--- config.mk ---
export PLATFORM = sky130hd
export DESIGN_NAME = bcd_seven_seg_display
export DESIGN_NICKNAME = d
export VERILOG_FILES = /design/src/rtl/bcd_seven_seg_display.sv
export SDC_FILE = /design/constraint.sdc
export NUM_CORES = 1
export LEC_CHECK = 0
export CAP_MARGIN = 20
export CELL_PAD_IN_SITES_DETAIL_PLACEMENT = 0
export CELL_PAD_IN_SITES_GLOBAL_PLACEMENT = 2
export CORE_MARGIN = 4
export CORE_UTILIZATION = 30
export CTS_BUF_LIST = sky130_fd_sc_hd__clkbuf_4 sky130_fd_sc_hd__clkbuf_8
export CTS_CLUSTER_SIZE = 30
export DETAILED_ROUTE_END_ITERATION = 10
export PLACE_DENSITY_LB_ADDON = 0.1
export SKIP_CTS_REPAIR_TIMING = 1
export SLEW_MARGIN = 15
export SYNTH_ARGS = -nofsm -noshare
export SYNTH_HDL_FRONTEND = slang
export SYNTH_SLANG_ARGS = --single-unit
export TNS_END_PERCENT = 50
--- constraint.sdc ---
create_clock -name clock -period 8.55 [get_ports clock]
set_input_delay 2.565 -clock clock [delete_from_list [all_inputs] [get_ports clock]]
set_output_delay 2.565 -clock clock [all_outputs]
set_load 0.01 [all_outputs]
--- src/rtl/bcd_seven_seg_display.sv ---
// rtl/bcd_seven_seg_display.sv - registered 10-bit binary to 4-digit BCD converter with 7-segment drivers
//
// Ports:
//   clock    - single clock, all state updates on its rising edge
//   reset    - synchronous active-high reset, wins over en
//   en       - 1: sample binary this cycle; 0: hold all outputs
//   binary   - unsigned input value 0..1023
//   thous, hundreds, tens, ones - registered BCD digits
//   hex1..hex4 - registered segment drives for ones..thousands, bit0=a .. bit6=g
module bcd_seven_seg_display #(
    parameter bit BLANK_LEADING  = 1'b0,
    parameter bit SEG_ACTIVE_LOW = 1'b1
) (
    input  logic       clock,
    input  logic       reset,
    input  logic       en,
    input  logic [9:0] binary,
    output logic [3:0] thous,
    output logic [3:0] hundreds,
    output logic [3:0] tens,
    output logic [3:0] ones,
    output logic [6:0] hex1,
    output logic [6:0] hex2,
    output logic [6:0] hex3,
    output logic [6:0] hex4
);

    localparam logic [6:0] SEG_OFF = SEG_ACTIVE_LOW ? 7'h7F : 7'h00;

    // Active-low segment codes, g..a.
    function automatic logic [6:0] seg_code(input logic [3:0] d);
        logic [6:0] c;
        case (d)
            4'd0:    c = 7'b1000000;
            4'd1:    c = 7'b1111001;
            4'd2:    c = 7'b0100100;
            4'd3:    c = 7'b0110000;
            4'd4:    c = 7'b0011001;
            4'd5:    c = 7'b0010010;
            4'd6:    c = 7'b0000010;
            4'd7:    c = 7'b1111000;
            4'd8:    c = 7'b0000000;
            4'd9:    c = 7'b0010000;
            4'd10:   c = 7'b0001000;
            4'd11:   c = 7'b0000011;
            4'd12:   c = 7'b1000110;
            4'd13:   c = 7'b0100001;
            4'd14:   c = 7'b0000110;
            default: c = 7'b0001110;
        endcase
        return c;
    endfunction

    function automatic logic [6:0] seg_drive(input logic [3:0] d);
        return SEG_ACTIVE_LOW ? seg_code(d) : ~seg_code(d);
    endfunction

    logic [15:0] bcd;
    logic        blank4;
    logic        blank3;
    logic        blank2;
    logic [6:0]  nxt_hex1;
    logic [6:0]  nxt_hex2;
    logic [6:0]  nxt_hex3;
    logic [6:0]  nxt_hex4;

    // Double dabble: binary bits enter the BCD column one per iteration,
    // MSB first; any column >= 5 is corrected before the shift so the
    // doubling carries cleanly into the next decimal column.
    always_comb begin
        bcd = 16'd0;
        for (int i = 9; i >= 0; i--) begin
            for (int d = 0; d < 4; d++) begin
                if (bcd[4*d +: 4] >= 4'd5) begin
                    bcd[4*d +: 4] = bcd[4*d +: 4] + 4'd3;
                end
            end
            bcd = {bcd[14:0], binary[i]};
        end
    end

    // A column blanks only when it and every more significant column are
    // zero; the ones column is never blanked.
    always_comb begin
        blank4 = BLANK_LEADING && (bcd[15:12] == 4'd0);
        blank3 = blank4 && (bcd[11:8] == 4'd0);
        blank2 = blank3 && (bcd[7:4] == 4'd0);

        nxt_hex1 = seg_drive(bcd[3:0]);
        nxt_hex2 = blank2 ? SEG_OFF : seg_drive(bcd[7:4]);
        nxt_hex3 = blank3 ? SEG_OFF : seg_drive(bcd[11:8]);
        nxt_hex4 = blank4 ? SEG_OFF : seg_drive(bcd[15:12]);
    end

    always_ff @(posedge clock) begin
        if (reset) begin
            thous    <= 4'd0;
            hundreds <= 4'd0;
            tens     <= 4'd0;
            ones     <= 4'd0;
            hex1     <= SEG_OFF;
            hex2     <= SEG_OFF;
            hex3     <= SEG_OFF;
            hex4     <= SEG_OFF;
        end else if (en) begin
            thous    <= bcd[15:12];
            hundreds <= bcd[11:8];
            tens     <= bcd[7:4];
            ones     <= bcd[3:0];
            hex1     <= nxt_hex1;
            hex2     <= nxt_hex2;
            hex3     <= nxt_hex3;
            hex4     <= nxt_hex4;
        end
    end

endmodule

After elaboration in Yosys (flattened, before gate mapping)
Memory sizes are Yosys's and may differ from the RTL's. A register that Yosys moved wholly into a read port is not among the register bits.
Cells that the tools add are included.
{ "totals": {"word_cells": 44, "mem_bits_ro": 448, "register_bits": 13, "memories": 4} }
{ "mem_list": {"columns": ["memory", "depth", "word_bits", "read_ports", "rd_ports_with_merged_regs", "write_ports", "line", "text"], "rows": [
  ["(no name shown)", 16, 7, 1, 1, 0, "33", "case (d)"],
  ["(no name shown)", 16, 7, 1, 1, 0, "33", null],
  ["(no name shown)", 16, 7, 1, 1, 0, "33", null],
  ["(no name shown)", 16, 7, 1, 1, 0, "33", null]
]} }
{ "op_classes": {"n_mux": 12, "addsub": 12, "magnitude_cmp": 12} }
{ "ops": {"columns": ["cell", "count"], "rows": [
  ["$mux W4", 12],
  ["$add A4 B2 Y4 const B", 9],
  ["$ge A4 B3 Y1 const B", 9],
  ["$add A3 B2 Y4 const B", 3],
  ["$ge A3 B3 Y1 const B", 3]
]} }

Longest topological paths before layout
Gate-level depths: netlist of the first run.
{ "logic_depth": {"ltp_word": 14, "depth_mapped": 36, "ltp_nobuf": 35} }

Least setup slack after synthesis of the first run
No wires, ideal clock.
{ "synth_path": {"kind": "input-to-reg", "start": "in binary[8]", "end": "reg hex3[1]", "slack_ps": -654, "required_time_ps": 8423, "setup_time_ps": 127, "t_arrival_ps": 9077, "stages": 33, "n_path_buf": 1, "path_cell_list": "inv_1 > ha_1 > o21ai_2 > xnor2_2 > inv_2 > ha_1 > nand2b_1 > a32oi_4 > xnor2_1 > ha_1 > clkbuf_1 > nor2b_1 > o31ai_2 > o21ai_0 > nand4_1 > xnor2_1 > ha_1 > nor2_1 > o311ai_2 > o21ai_0 > mux2i_1 > inv_1 > ha_1 > or4_1 > o211ai_1 > a22oi_4 > o21ai_2 > xor2_2 > inv_1 > ha_1 > inv_1 > o31ai_1 > or3_1"} }
{ "synth_via": {"elab_chain_cells": 14} }
{ "synth_lines": {"columns": ["item", "line", "text"], "rows": [
  ["start: declaration", "17", "input logic [9:0] binary,"],
  ["$add A3 B2 Y4 / $ge A3 B3 Y1 (equally long branches)", "75, 74", null],
  ["$mux W4 *", "74", "if (bcd[4*d +: 4] >= 4'd5) begin"],
  ["$add A4 B2 Y4 / $ge A4 B3 Y1 (equally long branches)", "75, 74", null],
  ["$mux W4", "74", null],
  ["$ge A4 B3 Y1 / $add A4 B2 Y4 (equally long branches)", "74, 75", null],
  ["$mux W4", "74", null],
  ["$add A4 B2 Y4 (tied with other cells)", "75", "bcd[4*d +: 4] = bcd[4*d +: 4] + 4'd3;"],
  ["$mux W4", "74", null],
  ["$add A4 B2 Y4 / $ge A4 B3 Y1 (equally long branches)", "75, 74", null],
  ["$mux W4", "74", null],
  ["$add A4 B2 Y4 / $ge A4 B3 Y1 (equally long branches)", "75, 74", null],
  ["$mux W4", "74", null],
  ["$add A4 B2 Y4 / $ge A4 B3 Y1 (equally long branches)", "75, 74", null],
  ["$mux W4 *", "74", null],
  ["net bcd[8]", "58", "logic [15:0] bcd;"],
  ["end: declaration", "24", "output logic [6:0] hex3,"]
]} }
Mark *: on every way through the listed nets, which the timed path passes. The rest lies on a longest branch.
A chain may end at the register's enable or synchronous reset.

Final worst setup path of the first run
{ "layout_path": {"start": "in binary[9]", "end": "reg hex3[0]"} }
{ "layout_via": {"elab_chain_cells": 14} }
{ "layout_lines": {"columns": ["item", "line"], "rows": [
  ["$add A3 B2 Y4 / $ge A3 B3 Y1 (equally long branches)", "75, 74"],
  ["$mux W4 *", "74"],
  ["$ge A4 B3 Y1 / $add A4 B2 Y4 (equally long branches)", "74, 75"],
  ["$mux W4", "74"],
  ["$add A4 B2 Y4 / $ge A4 B3 Y1 (equally long branches)", "75, 74"],
  ["$mux W4", "74"],
  ["$add A4 B2 Y4 (tied with other cells)", "75"],
  ["$mux W4", "74"],
  ["$add A4 B2 Y4 / $ge A4 B3 Y1 (equally long branches)", "75, 74"],
  ["$mux W4", "74"],
  ["$add A4 B2 Y4 / $ge A4 B3 Y1 (equally long branches)", "75, 74"],
  ["$mux W4", "74"],
  ["$add A4 B2 Y4 (tied with other cells)", "75"],
  ["$mux W4", "74"]
]} }
Mark *: on every way between the ends. The rest lies on a longest branch, timed or not.

==> flow_results.xml, run 1 <==
<?xml version="1.0" encoding="UTF-8"?>
<metrics>
  <group name="placement">
    <metric name="post-dp-hpwl" unit="um">8920</metric>
    <metric name="port_buffers" unit="">52</metric>
    <metric name="post_dp_cell_area" unit="um2">5460</metric>
    <metric name="gp_congestion" unit="">0.876</metric>
  </group>
  <group name="setup_path">
    <metric name="timing.rr.start" unit="">hex1[0]$_SDFFE_PP1P_</metric>
    <metric name="rr_endpoint" unit="">hex1[0]$_SDFFE_PP1P_</metric>
    <metric name="cp_data_arrival_time" unit="ns">8.29</metric>
    <metric name="worst_r2r_path_depth" unit="">3</metric>
    <metric name="critPathBufInv" unit="">7</metric>
    <metric name="startpoint_type" unit="">primary input</metric>
    <metric name="timing.critical_path.slowest_cell_delay" unit="ns">0.54</metric>
    <metric name="cpMaxStageDelayCell" unit="">clkdlybuf4s50_1</metric>
    <metric name="endpoint_kind" unit="">flop</metric>
    <metric name="reg2reg_slack" unit="ns">7.68</metric>
    <metric name="cp_top_family" unit="">compound AO/OA/AOI/OAI gates</metric>
    <metric name="crit_top_cell" unit="">buf_4</metric>
    <metric name="critical_path_class" unit="">in -&gt; reg</metric>
    <metric name="crit_path_max_fo" unit="">5</metric>
    <metric name="worst_ep_required_time" unit="ns">8.72</metric>
  </group>
  <group name="cells_and_area">
    <metric name="fillerInstances" unit="">1285</metric>
    <metric name="fin_nets" unit="">680</metric>
    <metric name="antenna-diode-count" unit="">0</metric>
    <metric name="syn_to_final_growth" unit="%">42.8</metric>
    <metric name="final_core_util" unit="%">44.6</metric>
    <metric name="drive_above_1_share" unit="%">29.2</metric>
    <metric name="finish.instance_area" unit="um2">5710</metric>
  </group>
  <group name="clock_tree">
    <metric name="tritoncts" unit="">yes</metric>
    <metric name="cts_max_path_buffers" unit="">2</metric>
    <metric name="clk_transition_reported_paths" unit="ns">0.07</metric>
    <metric name="cts-buffers-inserted" unit="">5</metric>
    <metric name="root_buffer" unit="">clkbuf_8</metric>
    <metric name="cts_num_sinks" unit="">36</metric>
    <metric name="htreeDepth" unit="">2</metric>
    <metric name="clock_latency_at_the_later_pin_of_the_worst_skew_pair" unit="ns">0.29</metric>
  </group>
  <group name="synthesis">
    <metric name="synth-main-ff-cell" unit="">dfxtp_1</metric>
    <metric name="postSynthRegisterBits" unit="">36</metric>
    <metric name="synth_seq_area_share" unit="%">18.0</metric>
    <metric name="ys.warnings.count" unit="">0</metric>
    <metric name="yosys.area.top_type" unit="">dfxtp_1</metric>
    <metric name="post_synth_instance_area" unit="um2">4000</metric>
    <metric name="post_synth.cell_area_avg" unit="um2">7.68</metric>
    <metric name="synthArstFlopShare" unit="%">0</metric>
    <metric name="synth_edf_count" unit="">0</metric>
    <metric name="synth.distinct_cells" unit="">91</metric>
    <metric name="proportion_of_netlist_area_held_by_the_largest_area_contributor" unit="%">18.0</metric>
    <metric name="synthTopCellsByArea" unit="">dfxtp_1 (18%), ha_1 (8.4%), a21oi_1 (5.3%), mux2i_1 (5.3%), nor2_1 (4.5%)</metric>
    <metric name="synthCells" unit="">521</metric>
  </group>
  <group name="routing">
    <metric name="vias" unit="">4281</metric>
    <metric name="wl_per_cell" unit="um">14.7</metric>
    <metric name="remaining_drc_errors" unit="">0</metric>
    <metric name="detail_route.iter0.violations" unit="">223</metric>
    <metric name="number_of_search_and_repair_iterations_in_the_first_detailed_routing_pass" unit="">5</metric>
    <metric name="antenna_left" unit="">0</metric>
    <metric name="vias_per_cell" unit="">5.27</metric>
    <metric name="detail_route.wirelength" unit="um">12000</metric>
  </group>
  <group name="sta">
    <metric name="final_hold_viol_count" unit="">0</metric>
    <metric name="maxSlewHeadroom" unit="%">47.6</metric>
    <metric name="finalSetupTns" unit="ns">0</metric>
    <metric name="worst-slew-pin-transition" unit="ns">0.784</metric>
    <metric name="period_minus_slack" unit="ns">8.12</metric>
    <metric name="setup_violations" unit="">0</metric>
    <metric name="grt_setup_unrepaired" unit="">false</metric>
    <metric name="clock_skew" unit="ns">0</metric>
    <metric name="worst_hold_slack" unit="ns">0.469</metric>
    <metric name="layout_worst_path_cycle_share" unit="%">94.9</metric>
    <metric name="max_freq" unit="MHz">123</metric>
    <metric name="drv_slew" unit="">0</metric>
  </group>
  <group name="worst_hold_path">
    <metric name="hold_path_class" unit="">reg -&gt; reg</metric>
    <metric name="timing.hold.worst_endpoint" unit="">thous[0]$_SDFFE_PP0P_</metric>
    <metric name="whs_path_cells" unit="">2</metric>
    <metric name="beginning_of_the_worst_hold_path" unit="">thous[0]$_SDFFE_PP0P_</metric>
  </group>
  <group name="die">
    <metric name="floorplan.core_area" unit="um2">12800</metric>
    <metric name="starting_utilization_of_the_core_area" unit="%">31.2</metric>
    <metric name="die_h" unit="um">123</metric>
    <metric name="std_cell_rows" unit="">41</metric>
    <metric name="fp.dieW" unit="um">123</metric>
    <metric name="fp.dieArea" unit="um2">15200</metric>
    <metric name="pin_count" unit="">57</metric>
  </group>
  <group name="grt">
    <metric name="grt_pass1_wl" unit="um">19500</metric>
    <metric name="antenna_found_initial" unit="">0</metric>
    <metric name="first_global_vias" unit="">4055</metric>
    <metric name="overflow" unit="">0</metric>
    <metric name="grt_start_max_net_pins" unit="">38</metric>
    <metric name="grt.total_usage" unit="%">15.4</metric>
  </group>
  <group name="job">
    <metric name="timing.max_cap.violations" unit="">0</metric>
  </group>
  <group name="status">
    <metric name="status" unit="">finished, final reports clean</metric>
  </group>
  <group name="power">
    <metric name="power-per-cell-area" unit="nW/um2">354</metric>
    <metric name="leakage" unit="nW">2.32</metric>
    <metric name="vdd.ir_drop.worst" unit="mV">0.133</metric>
    <metric name="post-layout-total-power" unit="mW">2.02</metric>
  </group>
</metrics>
-- how the worst max path moves through the flow --
stage	start	to	slack, ns	depth (start not counted)
after floorplan	binary[8]	hex3[0]$_SDFFE_PP1P_	-0.04	33
after global placement	binary[8]	hex3[0]$_SDFFE_PP1P_	-0.09	35
after detailed placement	binary[8]	hex3[0]$_SDFFE_PP1P_	-0.16	35
after CTS	binary[8]	hex3[0]$_SDFFE_PP1P_	0.15	35
after global routing	binary[9]	hex3[0]$_SDFFE_PP1P_	0.14	33
final	binary[9]	hex3[0]$_SDFFE_PP1P_	0.43	34
-- sequential cells by signal (all words and copies together) (netlist names) --
| signal | cells |
|---|---|
| thous | 1 |
| hex4 | 2 |
| hex2 | 7 |
| hex3 | 7 |
| ones | 4 |
| tens | 4 |
| hundreds | 4 |
| hex1 | 7 |
-- power breakdown --
part	switching (mW)	leakage [nW]	internal (mW)	total [mW]
sequential	0.0256	0.299	0.216	0.242
clock	0.0647	0.0479	0.0687	0.133
combinational	0.825	1.98	0.821	1.65
-- cells by family (layout without fill, tap and decap cells) --
kind of cell	Yosys count	after routing	synth area share, %
other	2	4	0.188
DFF	36	36	18.0
xor gates and xnor gates	8	8	2.13
adders and majority gates	27	27	8.44
buffers and inverters	69	186	7.79
and+or+nand+nor	170	171	21.7
AOI/OAI and AO/OA	181	181	34.0
muxes	28	28	7.69
-- tightest hold or removal path: stages, from the launching register on --
cell	delay [ns]
dfxtp_1	0.31
nand2_1	0.06
a21oi_1	0.05
-- cells in the mapped netlist (3+ instances only) --
cell	count
a32o_1	4
dfxtp_1	36
a211o_1	4
ha_1	27
nor2_1	48
o21bai_1	4
a21oi_2	3
o22ai_1	5
or4_1	4
or3_1	5
a21o_1	6
nand3b_1	5
o21a_1	3
o21ai_0	21
a2bb2oi_1	3
o21ai_1	5
nor3_1	15
a211oi_1	11
buf_4	11
o221ai_1	10
buf_2	3
o211ai_1	11
nand2_1	34
nand4_1	12
a31oi_1	5
o31ai_1	3
a211oi_2	3
nand3_1	11
buf_1	4
clkbuf_1	21
nor4_1	4
nand2b_1	10
and3_1	3
and2_1	3
xnor2_1	4
mux2i_1	21
a21oi_1	42
mux2_2	4
inv_1	25
-- routing by layer --
layer | up-vias | track usage [%] | routed length, um
met5 | - | 0 | 0
met4 | 0 | 3.94 | 116
met3 | 9 | 1.74 | 409
met2 | 82 | 27.0 | 5880
met1 | 1997 | 20.2 | 5580
li1 | 2193 | - | -
-- metrics by stage --
step / std cells / setup WS (ns)
3_3_place_gp: 799 / -0.0937
4_1_cts: 807 / 0.146
2_1_floorplan: 523 / -0.0409
5_1_grt: 813 / 0.139
3_5_place_dp: 799 / -0.159
6_report: 813 / 0.435
-- cell usage in the layout (no fill, tap or decap), drive strengths merged, types with 13 or more instances in the layout --
cell,synthesis,layout
nand4,13,13
nand2,35,35
nor3,16,16
inv,27,27
buf,19,97
dfxtp,36,36
mux2i,22,22
o21ai,28,28
clkdlybuf4s50,0,50
a21oi,45,45
a211oi,14,14
ha,27,27
nor2,49,49
-- area by class of cell --
| cell class | count | area [um2] | share of cell area (%) |
|---|---|---|---|
| clock inverter | 1 | 7.51 | 0.131 |
| inverter | 29 | 111 | 1.95 |
| clock buffer | 7 | 90.1 | 1.58 |
| sequential | 36 | 721 | 12.6 |
| timing repair buffer | 149 | 1270 | 22.2 |
| tap | 172 | 215 | 3.77 |
| multi-input combinational | 419 | 3300 | 57.7 |
Note: power is estimated with default switching activity, not from simulation.
==> inputs of run 2 (changes only) <==
--- a/config.mk
+++ b/config.mk
@@ -13,7 +13,8 @@
 export CTS_BUF_LIST = sky130_fd_sc_hd__clkbuf_4 sky130_fd_sc_hd__clkbuf_8
 export CTS_CLUSTER_SIZE = 30
 export DETAILED_ROUTE_END_ITERATION = 10
-export PLACE_DENSITY_LB_ADDON = 0.1
+export MAX_ROUTING_LAYER = met4
+export PLACE_DENSITY = 0.85
 export SKIP_CTS_REPAIR_TIMING = 1
 export SLEW_MARGIN = 15
 export SYNTH_ARGS = -nofsm -noshare
==> flow_results.xml, run 2 (synthesis gave the netlist of run 1 again) <==
<?xml version="1.0" encoding="UTF-8"?>
<metrics>
  <group name="cells_and_area">
    <metric name="finish.instance_area" unit="um2">5530</metric>
    <metric name="layout_commonest_cell" unit="">buf_4</metric>
    <metric name="finalNonFillerCells" unit="">797</metric>
    <metric name="antenna-diode-count" unit="">0</metric>
    <metric name="fillerInstances" unit="">1290</metric>
    <metric name="syn_to_final_growth" unit="%">38.3</metric>
    <metric name="final-seq-area" unit="um2">721</metric>
    <metric name="final_core_util" unit="%">43.1</metric>
    <metric name="top_regs" unit="">hex1: 7 flops, hex2: 7 flops, hex3: 7 flops</metric>
    <metric name="fin_nets" unit="">665</metric>
    <metric name="most-common-layout-cells" unit="">buf_4 (82), clkdlybuf4s50_1 (50), nor2_1 (45)</metric>
    <metric name="multiInputGateArea" unit="um2">3240</metric>
    <metric name="drive_above_1_share" unit="%">26.9</metric>
  </group>
  <group name="routing">
    <metric name="detail_route.wirelength" unit="um">11100</metric>
    <metric name="detail_route.iter0.violations" unit="">295</metric>
    <metric name="remaining_drc_errors" unit="">0</metric>
    <metric name="vias_per_cell" unit="">5.34</metric>
    <metric name="wl_per_cell" unit="um">13.9</metric>
    <metric name="antenna_left" unit="">0</metric>
    <metric name="number_of_search_and_repair_iterations_in_the_first_detailed_routing_pass" unit="">4</metric>
    <metric name="vias" unit="">4252</metric>
  </group>
  <group name="setup_path">
    <metric name="timing.rr.start" unit="">hex3[1]$_SDFFE_PP1P_</metric>
    <metric name="rr_endpoint" unit="">hex3[1]$_SDFFE_PP1P_</metric>
    <metric name="startpoint_type" unit="">primary input</metric>
    <metric name="reg2reg_slack" unit="ns">7.69</metric>
    <metric name="critical_path_class" unit="">in -&gt; reg</metric>
    <metric name="endpoint_kind" unit="">flop</metric>
    <metric name="worst_ep_required_time" unit="ns">8.71</metric>
    <metric name="crit_path_max_fo" unit="">5</metric>
    <metric name="worst_r2r_path_depth" unit="">3</metric>
    <metric name="cp_data_arrival_time" unit="ns">8.32</metric>
  </group>
  <group name="clock_tree">
    <metric name="cts_num_sinks" unit="">36</metric>
    <metric name="clk_transition_reported_paths" unit="ns">0.07</metric>
    <metric name="htreeDepth" unit="">2</metric>
    <metric name="cts-buffers-inserted" unit="">5</metric>
    <metric name="tritoncts" unit="">yes</metric>
    <metric name="root_buffer" unit="">clkbuf_8</metric>
    <metric name="clock_latency_at_the_later_pin_of_the_worst_skew_pair" unit="ns">0.29</metric>
    <metric name="cts_max_path_buffers" unit="">2</metric>
  </group>
  <group name="grt">
    <metric name="antenna_found_initial" unit="">0</metric>
    <metric name="overflow" unit="">0</metric>
    <metric name="grt_start_max_net_pins" unit="">38</metric>
    <metric name="grt_pass1_wl" unit="um">18900</metric>
    <metric name="first_global_vias" unit="">4021</metric>
    <metric name="grt.total_usage" unit="%">15.1</metric>
  </group>
  <group name="die">
    <metric name="pin_count" unit="">57</metric>
    <metric name="std_cell_rows" unit="">41</metric>
    <metric name="floorplan.core_area" unit="um2">12800</metric>
    <metric name="starting_utilization_of_the_core_area" unit="%">31.2</metric>
    <metric name="fp.dieArea" unit="um2">15200</metric>
    <metric name="die_h" unit="um">123</metric>
    <metric name="fp.dieW" unit="um">123</metric>
  </group>
  <group name="sta">
    <metric name="worst_slack" unit="ns">0.388</metric>
    <metric name="maxSlewHeadroom" unit="%">51.2</metric>
    <metric name="max_freq" unit="MHz">123</metric>
    <metric name="clock_skew" unit="ns">0</metric>
    <metric name="grt_setup_unrepaired" unit="">false</metric>
    <metric name="worst_hold_slack" unit="ns">0.475</metric>
    <metric name="period_minus_slack" unit="ns">8.16</metric>
    <metric name="worst-slew-pin-transition" unit="ns">0.729</metric>
    <metric name="drv_slew" unit="">0</metric>
    <metric name="setup_violations" unit="">0</metric>
    <metric name="layout_worst_path_cycle_share" unit="%">95.5</metric>
    <metric name="finalSetupTns" unit="ns">0</metric>
    <metric name="final_hold_viol_count" unit="">0</metric>
  </group>
  <group name="power">
    <metric name="leakage" unit="nW">2.23</metric>
    <metric name="post-layout-total-power" unit="mW">1.91</metric>
    <metric name="power-per-cell-area" unit="nW/um2">345</metric>
    <metric name="vdd.ir_drop.worst" unit="mV">0.125</metric>
  </group>
  <group name="placement">
    <metric name="post_dp_cell_area" unit="um2">5370</metric>
    <metric name="port_buffers" unit="">52</metric>
    <metric name="post-dp-hpwl" unit="um">8590</metric>
    <metric name="dp_slack" unit="ns">-0.279</metric>
    <metric name="numPlacedInstances" unit="">788</metric>
    <metric name="gp_congestion" unit="">0.891</metric>
  </group>
  <group name="worst_hold_path">
    <metric name="whs_path_cells" unit="">2</metric>
    <metric name="beginning_of_the_worst_hold_path" unit="">tens[2]$_SDFFE_PP0P_</metric>
    <metric name="timing.hold.worst_endpoint" unit="">tens[2]$_SDFFE_PP0P_</metric>
    <metric name="hold_path_class" unit="">reg -&gt; reg</metric>
  </group>
  <group name="job">
    <metric name="timing.max_cap.violations" unit="">0</metric>
  </group>
  <group name="status">
    <metric name="status" unit="">finished, final reports clean</metric>
  </group>
</metrics>
run 2: worst max path at each step:
stage	start	to	slack [ns]	depth (start not counted)
global route	binary[9]	hex3[3]$_SDFFE_PP1P_	0.09	32
CTS	binary[8]	hex2[3]$_SDFFE_PP1P_	0.01	36
global placement	binary[8]	hex3[0]$_SDFFE_PP1P_	-0.09	32
finish	binary[9]	hex2[3]$_SDFFE_PP1P_	0.39	28
floorplan	binary[8]	hex3[0]$_SDFFE_PP1P_	-0.04	33
detailed placement	binary[8]	hex2[3]$_SDFFE_PP1P_	-0.28	36
run 2: cell type report:
type / count / area share, %
Sequential cell: 36 / 13.0
Timing Repair Buffer: 135 / 20.8
Inverter: 29 / 2.01
Multi-Input combinational cell: 418 / 58.5
Clock buffer: 7 / 1.74
Tap cell: 172 / 3.89
run 2: power by group:
part | switching (mW) | leakage, nW | internal, mW | total [mW]
Clock | 0.0601 | 0.0503 | 0.0718 | 0.132
Combinational | 0.774 | 1.88 | 0.758 | 1.53
Sequential | 0.0260 | 0.299 | 0.217 | 0.243
Total | 0.860 | 2.23 | 1.05 | 1.91
run 2: worst max-delay path, cell delays in order:
cell and delay [ns]:
clkdlybuf4s50_1 0.53, o21ai_4 0.10, xnor2_4 0.20, inv_4 0.07, ha_4 0.15, nand2b_4 0.14
a32oi_4 0.28, xnor2_2 0.16, ha_2 0.26, nor2b_4 0.28, o31ai_4 0.09, buf_4 0.15
or4_4 0.50, a21oi_2 0.21, a211oi_2 0.06, or3_1 0.41, and2_1 0.22, ha_4 0.24
or4_1 0.40, o211ai_1 0.11, a32o_1 0.19, nor2_1 0.07, a31oi_2 0.26, inv_2 0.09
ha_1 0.31, inv_1 0.04, mux2i_1 0.13, o221ai_1 0.11
run 2: metal layers:
layer  share of wire, %  track usage, %  wire length, um
met1                 48            19.2             5330
met2                 47            25.7             5180
met3                4.2            1.60              470
met4                1.3            3.53              144
met5                  0               -                0
